==> config.mk <==
export PLATFORM = sky130hd
export DESIGN_NAME = ps2_host_cmd_tx_flat
export DESIGN_NICKNAME = d
export VERILOG_FILES = /design/src/rtl/ps2_host_cmd_tx_if.sv /design/src/rtl/ps2_host_cmd_tx.sv /design/src/flat_wrapper.sv
export SDC_FILE = /design/constraint.sdc
export NUM_CORES = 1
export LEC_CHECK = 0
export BUFFER_PORTS_ARGS = -buffer_cell sky130_fd_sc_hd__buf_4
export CAP_MARGIN = 15
export CORE_MARGIN = 3
export CORE_UTILIZATION = 60
export CTS_CLUSTER_SIZE = 28
export DETAILED_ROUTE_END_ITERATION = 10
export GPL_ROUTABILITY_DRIVEN = 1
export PLACE_DENSITY = 0.91
export REMOVE_ABC_BUFFERS = 1
export SLEW_MARGIN = 0
export SYNTH_ARGS = -nofsm -noshare
export SYNTH_HDL_FRONTEND = slang
export SYNTH_SLANG_ARGS = --single-unit
export TNS_END_PERCENT = 30
==> constraint.sdc <==
create_clock -name clk_50 -period 3.1 [get_ports clk_50]
set_clock_uncertainty 0.15 [all_clocks]
set_input_delay 0.155 -clock clk_50 [delete_from_list [all_inputs] [get_ports clk_50]]
set_output_delay 0.155 -clock clk_50 [all_outputs]
set_load 0.02 [all_outputs]
==> src/rtl/ps2_host_cmd_tx_if.sv <==
// Command handshake and completion status between the command sequencer and the PS/2 transmitter.
interface ps2_host_cmd_tx_if;
  logic       cmd_valid;
  logic [7:0] cmd_data;
  logic       cmd_ready;
  logic       busy;
  logic       done;
  logic       ack_ok;
  logic       err_noack;
  logic       err_timeout;

  // Sequencer side: issues commands, observes status
  modport master (
    output cmd_valid, cmd_data,
    input  cmd_ready, busy, done, ack_ok, err_noack, err_timeout
  );

  // Transmitter side: accepts commands, reports status
  modport slave (
    input  cmd_valid, cmd_data,
    output cmd_ready, busy, done, ack_ok, err_noack, err_timeout
  );
endinterface

==> src/rtl/ps2_host_cmd_tx.sv <==
// PS/2 host-to-device command transmitter: inhibit, request-to-send, 8 data bits + odd parity + stop,
// ACK check, per-attempt timeout and automatic retry. Pads are open-drain via the *_oe outputs.
module ps2_host_cmd_tx #(
  parameter int unsigned CLK_FREQ    = 50000000,
  parameter int unsigned INHIBIT_US  = 120,
  parameter int unsigned TIMEOUT_US  = 15000,
  parameter int unsigned MAX_RETRY   = 2,
  parameter int unsigned SYNC_STAGES = 2
) (
  input  logic             clk_50,
  input  logic             reset,
  ps2_host_cmd_tx_if.slave cmd,
  input  logic             ps2_clk_in,
  input  logic             ps2_data_in,
  output logic             ps2_clk_oe,
  output logic             ps2_data_oe
);

  localparam int unsigned CYC_PER_US = CLK_FREQ / 1000000;
  localparam int unsigned INH_CYC    = CYC_PER_US * INHIBIT_US;
  localparam int unsigned TO_CYC     = CYC_PER_US * TIMEOUT_US;
  localparam int unsigned CNT_MAX    = (INH_CYC > TO_CYC) ? INH_CYC : TO_CYC;
  localparam int unsigned CNT_W      = $clog2(CNT_MAX + 1);
  localparam int unsigned RTY_W      = $clog2(MAX_RETRY + 2);

  typedef enum logic [2:0] {
    S_IDLE, S_INHIBIT, S_REQ, S_SHIFT, S_ACK, S_RELEASE, S_DONE
  } state_e;

  state_e                   state_q, state_d;
  logic [CNT_W-1:0]         cnt_q, cnt_d;
  logic [3:0]               bit_cnt_q, bit_cnt_d;
  logic [RTY_W-1:0]         retry_q, retry_d;
  logic [7:0]               byte_q, byte_d;
  logic                     parity_q, parity_d;
  logic                     nack_q, nack_d;
  logic                     data_oe_q, data_oe_d;
  logic                     clk_oe_q;
  logic                     ready_q, busy_q, done_q;
  logic                     ack_ok_q, ack_ok_d;
  logic                     err_noack_q, err_noack_d;
  logic                     err_timeout_q, err_timeout_d;
  logic [SYNC_STAGES-1:0]   clk_sync_q, data_sync_q;
  logic                     clk_prev_q;
  logic                     clk_s, data_s, fe_c;
  logic                     abort_c, timeout_c;

  assign clk_s  = clk_sync_q[SYNC_STAGES-1];
  assign data_s = data_sync_q[SYNC_STAGES-1];
  assign fe_c   = clk_prev_q & ~clk_s;

  // Synchronise the asynchronous pad levels; idle bus reads high
  always_ff @(posedge clk_50) begin
    if (reset) begin
      clk_sync_q  <= '1;
      data_sync_q <= '1;
      clk_prev_q  <= 1'b1;
    end else begin
      clk_sync_q  <= {clk_sync_q[SYNC_STAGES-2:0], ps2_clk_in};
      data_sync_q <= {data_sync_q[SYNC_STAGES-2:0], ps2_data_in};
      clk_prev_q  <= clk_s;
    end
  end

  // State, datapath and registered outputs
  always_ff @(posedge clk_50) begin
    if (reset) begin
      state_q       <= S_IDLE;
      cnt_q         <= '0;
      bit_cnt_q     <= '0;
      retry_q       <= '0;
      byte_q        <= '0;
      parity_q      <= 1'b0;
      nack_q        <= 1'b0;
      data_oe_q     <= 1'b0;
      clk_oe_q      <= 1'b0;
      ready_q       <= 1'b1;
      busy_q        <= 1'b0;
      done_q        <= 1'b0;
      ack_ok_q      <= 1'b0;
      err_noack_q   <= 1'b0;
      err_timeout_q <= 1'b0;
    end else begin
      state_q       <= state_d;
      cnt_q         <= cnt_d;
      bit_cnt_q     <= bit_cnt_d;
      retry_q       <= retry_d;
      byte_q        <= byte_d;
      parity_q      <= parity_d;
      nack_q        <= nack_d;
      data_oe_q     <= data_oe_d;
      clk_oe_q      <= (state_d == S_INHIBIT);
      ready_q       <= (state_d == S_IDLE);
      busy_q        <= (state_d != S_IDLE);
      done_q        <= (state_d == S_DONE);
      ack_ok_q      <= ack_ok_d;
      err_noack_q   <= err_noack_d;
      err_timeout_q <= err_timeout_d;
    end
  end

  // Next-state: frame sequencing, timeout and retry decisions
  always_comb begin
    state_d       = state_q;
    cnt_d         = cnt_q;
    bit_cnt_d     = bit_cnt_q;
    retry_d       = retry_q;
    byte_d        = byte_q;
    parity_d      = parity_q;
    nack_d        = nack_q;
    data_oe_d     = data_oe_q;
    ack_ok_d      = ack_ok_q;
    err_noack_d   = err_noack_q;
    err_timeout_d = err_timeout_q;
    abort_c       = 1'b0;
    timeout_c     = 1'b0;

    case (state_q)
      S_IDLE: begin
        data_oe_d = 1'b0;
        if (cmd.cmd_valid && ready_q) begin
          state_d       = S_INHIBIT;
          byte_d        = cmd.cmd_data;
          parity_d      = ~^cmd.cmd_data;
          retry_d       = '0;
          cnt_d         = '0;
          ack_ok_d      = 1'b0;
          err_noack_d   = 1'b0;
          err_timeout_d = 1'b0;
        end
      end
      S_INHIBIT: begin
        data_oe_d = 1'b0;
        cnt_d     = cnt_q + CNT_W'(1);
        if (cnt_q == CNT_W'(INH_CYC - 1)) begin
          // start bit goes out together with the clock release
          state_d   = S_REQ;
          data_oe_d = 1'b1;
          cnt_d     = '0;
        end
      end
      S_REQ: begin
        bit_cnt_d = '0;
        nack_d    = 1'b0;
        state_d   = S_SHIFT;
      end
      S_SHIFT: begin
        if (bit_cnt_q == 4'd10) begin
          state_d = S_ACK;
        end else if (fe_c) begin
          if (bit_cnt_q < 4'd8)       data_oe_d = ~byte_q[bit_cnt_q[2:0]];
          else if (bit_cnt_q == 4'd8) data_oe_d = ~parity_q;
          else                        data_oe_d = 1'b0;
          bit_cnt_d = bit_cnt_q + 4'd1;
        end
      end
      S_ACK: begin
        if (fe_c) begin
          nack_d  = data_s;
          state_d = S_RELEASE;
        end
      end
      S_RELEASE: begin
        if (clk_s && data_s) begin
          if (nack_q) begin
            abort_c = 1'b1;
          end else begin
            state_d  = S_DONE;
            ack_ok_d = 1'b1;
          end
        end
      end
      S_DONE:  state_d = S_IDLE;
      default: state_d = S_IDLE;
    endcase

    // Per-attempt watchdog from request-to-send through bus release
    if (state_q inside {S_REQ, S_SHIFT, S_ACK, S_RELEASE}) begin
      if (cnt_q >= CNT_W'(TO_CYC - 1)) timeout_c = 1'b1;
      else                             cnt_d = cnt_q + CNT_W'(1);
    end

    if (abort_c || timeout_c) begin
      data_oe_d = 1'b0;
      cnt_d     = '0;
      ack_ok_d  = 1'b0;
      if (32'(retry_q) < MAX_RETRY) begin
        retry_d = retry_q + RTY_W'(1);
        state_d = S_INHIBIT;
      end else begin
        state_d       = S_DONE;
        err_noack_d   = ~timeout_c;
        err_timeout_d = timeout_c;
      end
    end
  end

  assign ps2_clk_oe      = clk_oe_q;
  assign ps2_data_oe     = data_oe_q;
  assign cmd.cmd_ready   = ready_q;
  assign cmd.busy        = busy_q;
  assign cmd.done        = done_q;
  assign cmd.ack_ok      = ack_ok_q;
  assign cmd.err_noack   = err_noack_q;
  assign cmd.err_timeout = err_timeout_q;

endmodule

==> src/flat_wrapper.sv <==
// flat-port wrapper written by rule: the top's interface ports become plain ports
module ps2_host_cmd_tx_flat 
#(
  parameter int unsigned CLK_FREQ    = 50000000,
  parameter int unsigned INHIBIT_US  = 120,
  parameter int unsigned TIMEOUT_US  = 15000,
  parameter int unsigned MAX_RETRY   = 2,
  parameter int unsigned SYNC_STAGES = 2
)
  (clk_50, reset, ps2_clk_in, ps2_data_in, ps2_clk_oe, ps2_data_oe, cmd_cmd_valid, cmd_cmd_data, cmd_cmd_ready, cmd_busy, cmd_done, cmd_ack_ok, cmd_err_noack, cmd_err_timeout);
  ps2_host_cmd_tx_if cmd_i ();
  input  logic clk_50;
  input  logic reset;
  input  logic ps2_clk_in;
  input  logic ps2_data_in;
  output logic ps2_clk_oe;
  output logic ps2_data_oe;
  input wire logic [$bits(cmd_i.cmd_valid)-1:0] cmd_cmd_valid;
  input wire logic [$bits(cmd_i.cmd_data)-1:0] cmd_cmd_data;
  output wire logic [$bits(cmd_i.cmd_ready)-1:0] cmd_cmd_ready;
  output wire logic [$bits(cmd_i.busy)-1:0] cmd_busy;
  output wire logic [$bits(cmd_i.done)-1:0] cmd_done;
  output wire logic [$bits(cmd_i.ack_ok)-1:0] cmd_ack_ok;
  output wire logic [$bits(cmd_i.err_noack)-1:0] cmd_err_noack;
  output wire logic [$bits(cmd_i.err_timeout)-1:0] cmd_err_timeout;
  assign cmd_i.cmd_valid = cmd_cmd_valid;
  assign cmd_i.cmd_data = cmd_cmd_data;
  assign cmd_cmd_ready = cmd_i.cmd_ready;
  assign cmd_busy = cmd_i.busy;
  assign cmd_done = cmd_i.done;
  assign cmd_ack_ok = cmd_i.ack_ok;
  assign cmd_err_noack = cmd_i.err_noack;
  assign cmd_err_timeout = cmd_i.err_timeout;
  ps2_host_cmd_tx #(.CLK_FREQ(CLK_FREQ), .INHIBIT_US(INHIBIT_US), .TIMEOUT_US(TIMEOUT_US), .MAX_RETRY(MAX_RETRY), .SYNC_STAGES(SYNC_STAGES)) u_core (.clk_50(clk_50), .reset(reset), .cmd(cmd_i), .ps2_clk_in(ps2_clk_in), .ps2_data_in(ps2_data_in), .ps2_clk_oe(ps2_clk_oe), .ps2_data_oe(ps2_data_oe));
endmodule
==> results.yml <==
yosys:
  synthCells: 336
  ys_types: 65
  synthArstFlopShare_pct: 0
  ys_seq_area_share_pct: 37.4
  synth-edff-count: 0
  ys_ff_latch: 52
  synth_top_cell_area_share_pct: 37.4
  synth.largest_area_cell: "dfxtp_1"
  postSynthAreaPerCell_um2: 8.27
  syn-cell-area_um2: 2780
  ys.flop_type: "dfxtp_1"
  netlist_top_cells_area: "dfxtp_1, nand2_1, nor2_1, a21oi_1, a221o_1"
  ys_warn_count: 0
clock_tree:
  clk_pin_slew_ns: 0.11
  postCtsSetupRepairBufs: 0
  root_buffer: "clkbuf_8"
  htreeDepth: 2
  cts_buffers: 5
  clock_sinks: 52
  clock_latency_ns: 0.32
  cts_tree: "yes"
  cts_buffer_depth: 2
floorplan:
  die_area_um2: 5490
  die_w_um: 74.1
  initial_core_util_pct: 63.0
  core_um2: 4410
  core.rowCount: 24
  die_h_um: 74.1
  io_pins: 21
global_routing:
  grt_util_all_layers_pct: 27.0
  grt_pass1_vias: 2459
  grt-busiest-layer: "met2"
  met1_usage_pct: 35.2
  grt_pass1_wl_mm: 11.4
  grt_max_degree: 33
  antenna_found_initial: 0
  use_met2_pct: 43.3
  grtUsageMet3_pct: 5.95
  grt_overflow: 0
cells_and_area:
  layout.cells.most_common: "dfxtp_1"
  fin_nets: 375
  mostFrequentLayoutCells: "dfxtp_1, nand2_1, nor2_1, buf_4, a21oi_1"
  layout-drive-gt1-share_pct: 13.1
  diodes: 0
  final_util_pct: 70.9
  finalInstanceArea_um2: 3130
  syn_to_final_growth_pct: 12.5
place:
  gp_congestion: 0.932
  io_buffers: 20
  dpl.hpwl_mm: 4.61
  place_area_um2: 2930
power_and_ir_drop:
  p_leak_nw: 1.20
  worst_ir_drop_vdd_v: 0.000307
  finalPower_mw: 1.36
  p_per_area_nw_per_um2: 434
sta:
  hold_violations: 0
  whs_ns: 0.0424
  worst_pin_slew_ns: 0.656
  relSlewSlack_pct: 56.0
  fin_crit_sh_pct: 86.4
  setup_tns_ns: 0
  setup_viol: 0
  slew_viol_final: 0
  grt_setup_unrepaired: "false"
  post-route-min-period_ns: 2.68
  max_freq_mhz: 373
setup_path:
  max_stage_delay_ns: 0.59
  crit_path_start: "u_core.state_q[1]"
  crit_fanout: 27
  required_ns: 3.22
  crit_type: "register to register"
  critPathLaunchType: "register"
  crit_path_end_kind: "register"
  crit_slowest_cell: "dfxtp_1"
  timing.rr.start: "u_core.state_q[1]"
  path_cells: "nor2b_1, nor2_1, or4_1, o21ai_1, buf_4, nor3b_1, a211o_1"
  crit_arrival_ns: 2.80
routing:
  wl_per_cell_um: 17.1
  drt_first_iter_violations: 408
  drc: 0
  vias: 2679
  wl_mm: 7.03
  firstDrtPassIters: 7
  avgViaCountPerCell: 6.50
  antenna_left: 0
outcome:
  outcome: "finished clean"
job:
  cap_viol_max_count: 0
hold_path:
  hp-class: "input pin to register"
  min_from: "reset"
-- cells by family after synthesis --
logic type	Yosys count	synth area share, %
AOI/OAI and AO/OA	75	19.1
muxes	5	2.75
buffers and inverters	22	3.83
xor gates and xnor gates	12	3.78
and+or+nand+nor	167	31.7
adders and majority gates	3	1.35
DFF	52	37.4
-- sequential cells by signal, indices dropped and copies added, names as in the netlist, 2 cells and up --
name	cells
u_core.data_sync_q	2
u_core.byte_q	8
u_core.retry_q	2
u_core.bit_cnt_q	4
u_core.clk_sync_q	2
u_core.state_q	3
u_core.cnt_q	20
-- synthesized netlist by cell type (all sizes together) (3+ instances only) --
library cell / count
buf: 7
a211oi: 5
and3: 13
or3: 5
nand2: 50
ha: 3
and2: 5
a21o: 3
a221o: 9
nand2b: 6
and3b: 3
nand3: 9
a22o: 5
nand4: 3
nor3: 12
or4: 4
clkbuf: 10
xnor2: 10
nor4: 4
nor2b: 7
or2: 5
dfxtp: 52
nor2: 30
o21ai: 11
inv: 5
a21oi: 21
-- metrics by stage --
step | cells | setup slack [ns]
floorplan | 319 | 0.337
finish | 412 | 0.420
detailed placement | 394 | 0.509
global placement | 394 | 0.574
global route | 412 | 0.284
CTS | 412 | 0.467
-- path summary, 6_finish.rpt --
check / slack (ns) / depth (start not counted) / end
worst max-delay path: 0.42 / 7 / u_core.cnt_q[3]
worst min-delay path: 0.04 / 2 / u_core.bit_cnt_q[1]
worst max register to register: 0.42 / 7 / u_core.cnt_q[3]
worst min register to register: 0.27 / 1 / u_core.clk_sync_q[1]
-- critical path: cells and delay by family, from the launching register on --
| kind | cells | cell delay [ns] |
|---|---|---|
| flip-flops | 1 | 0.59 |
| AND/OR/NAND/NOR | 4 | 1.36 |
| AO/OA/AOI/OAI | 2 | 0.26 |
| buffers and inverters | 1 | 0.27 |
-- layout make-up --
class / count / area [um^2]
fillers: 319 / 1290
inverters: 5 / 18.8
well taps: 52 / 65.1
repair buffers: 33 / 273
flip-flops and latches: 52 / 1040
clock buffers: 5 / 68.8
multi-input cells: 262 / 1630
clock inverters: 3 / 28.8
-- repair_timing --
item	CTS	global route
endpoints found under the hold margin	10	0
endpoints found under the setup margin	0	0
gates resized for setup	0	0
hold buffers	10	0
-- where the power goes --
part           total, mW  switching (mW)  leakage (nW)  internal [mW]
Sequential         0.713          0.0183         0.422          0.695
Clock              0.425           0.254        0.0511          0.171
Combinational      0.219           0.129         0.730         0.0900
-- per-layer routing --
layer	part of all wire (%)	vias up
li1	-	1265
met1	42	1235
met2	47	144
met3	7.8	35
met4	3.1	0
met5	0	-
Power figures use the tool's default switching activity.
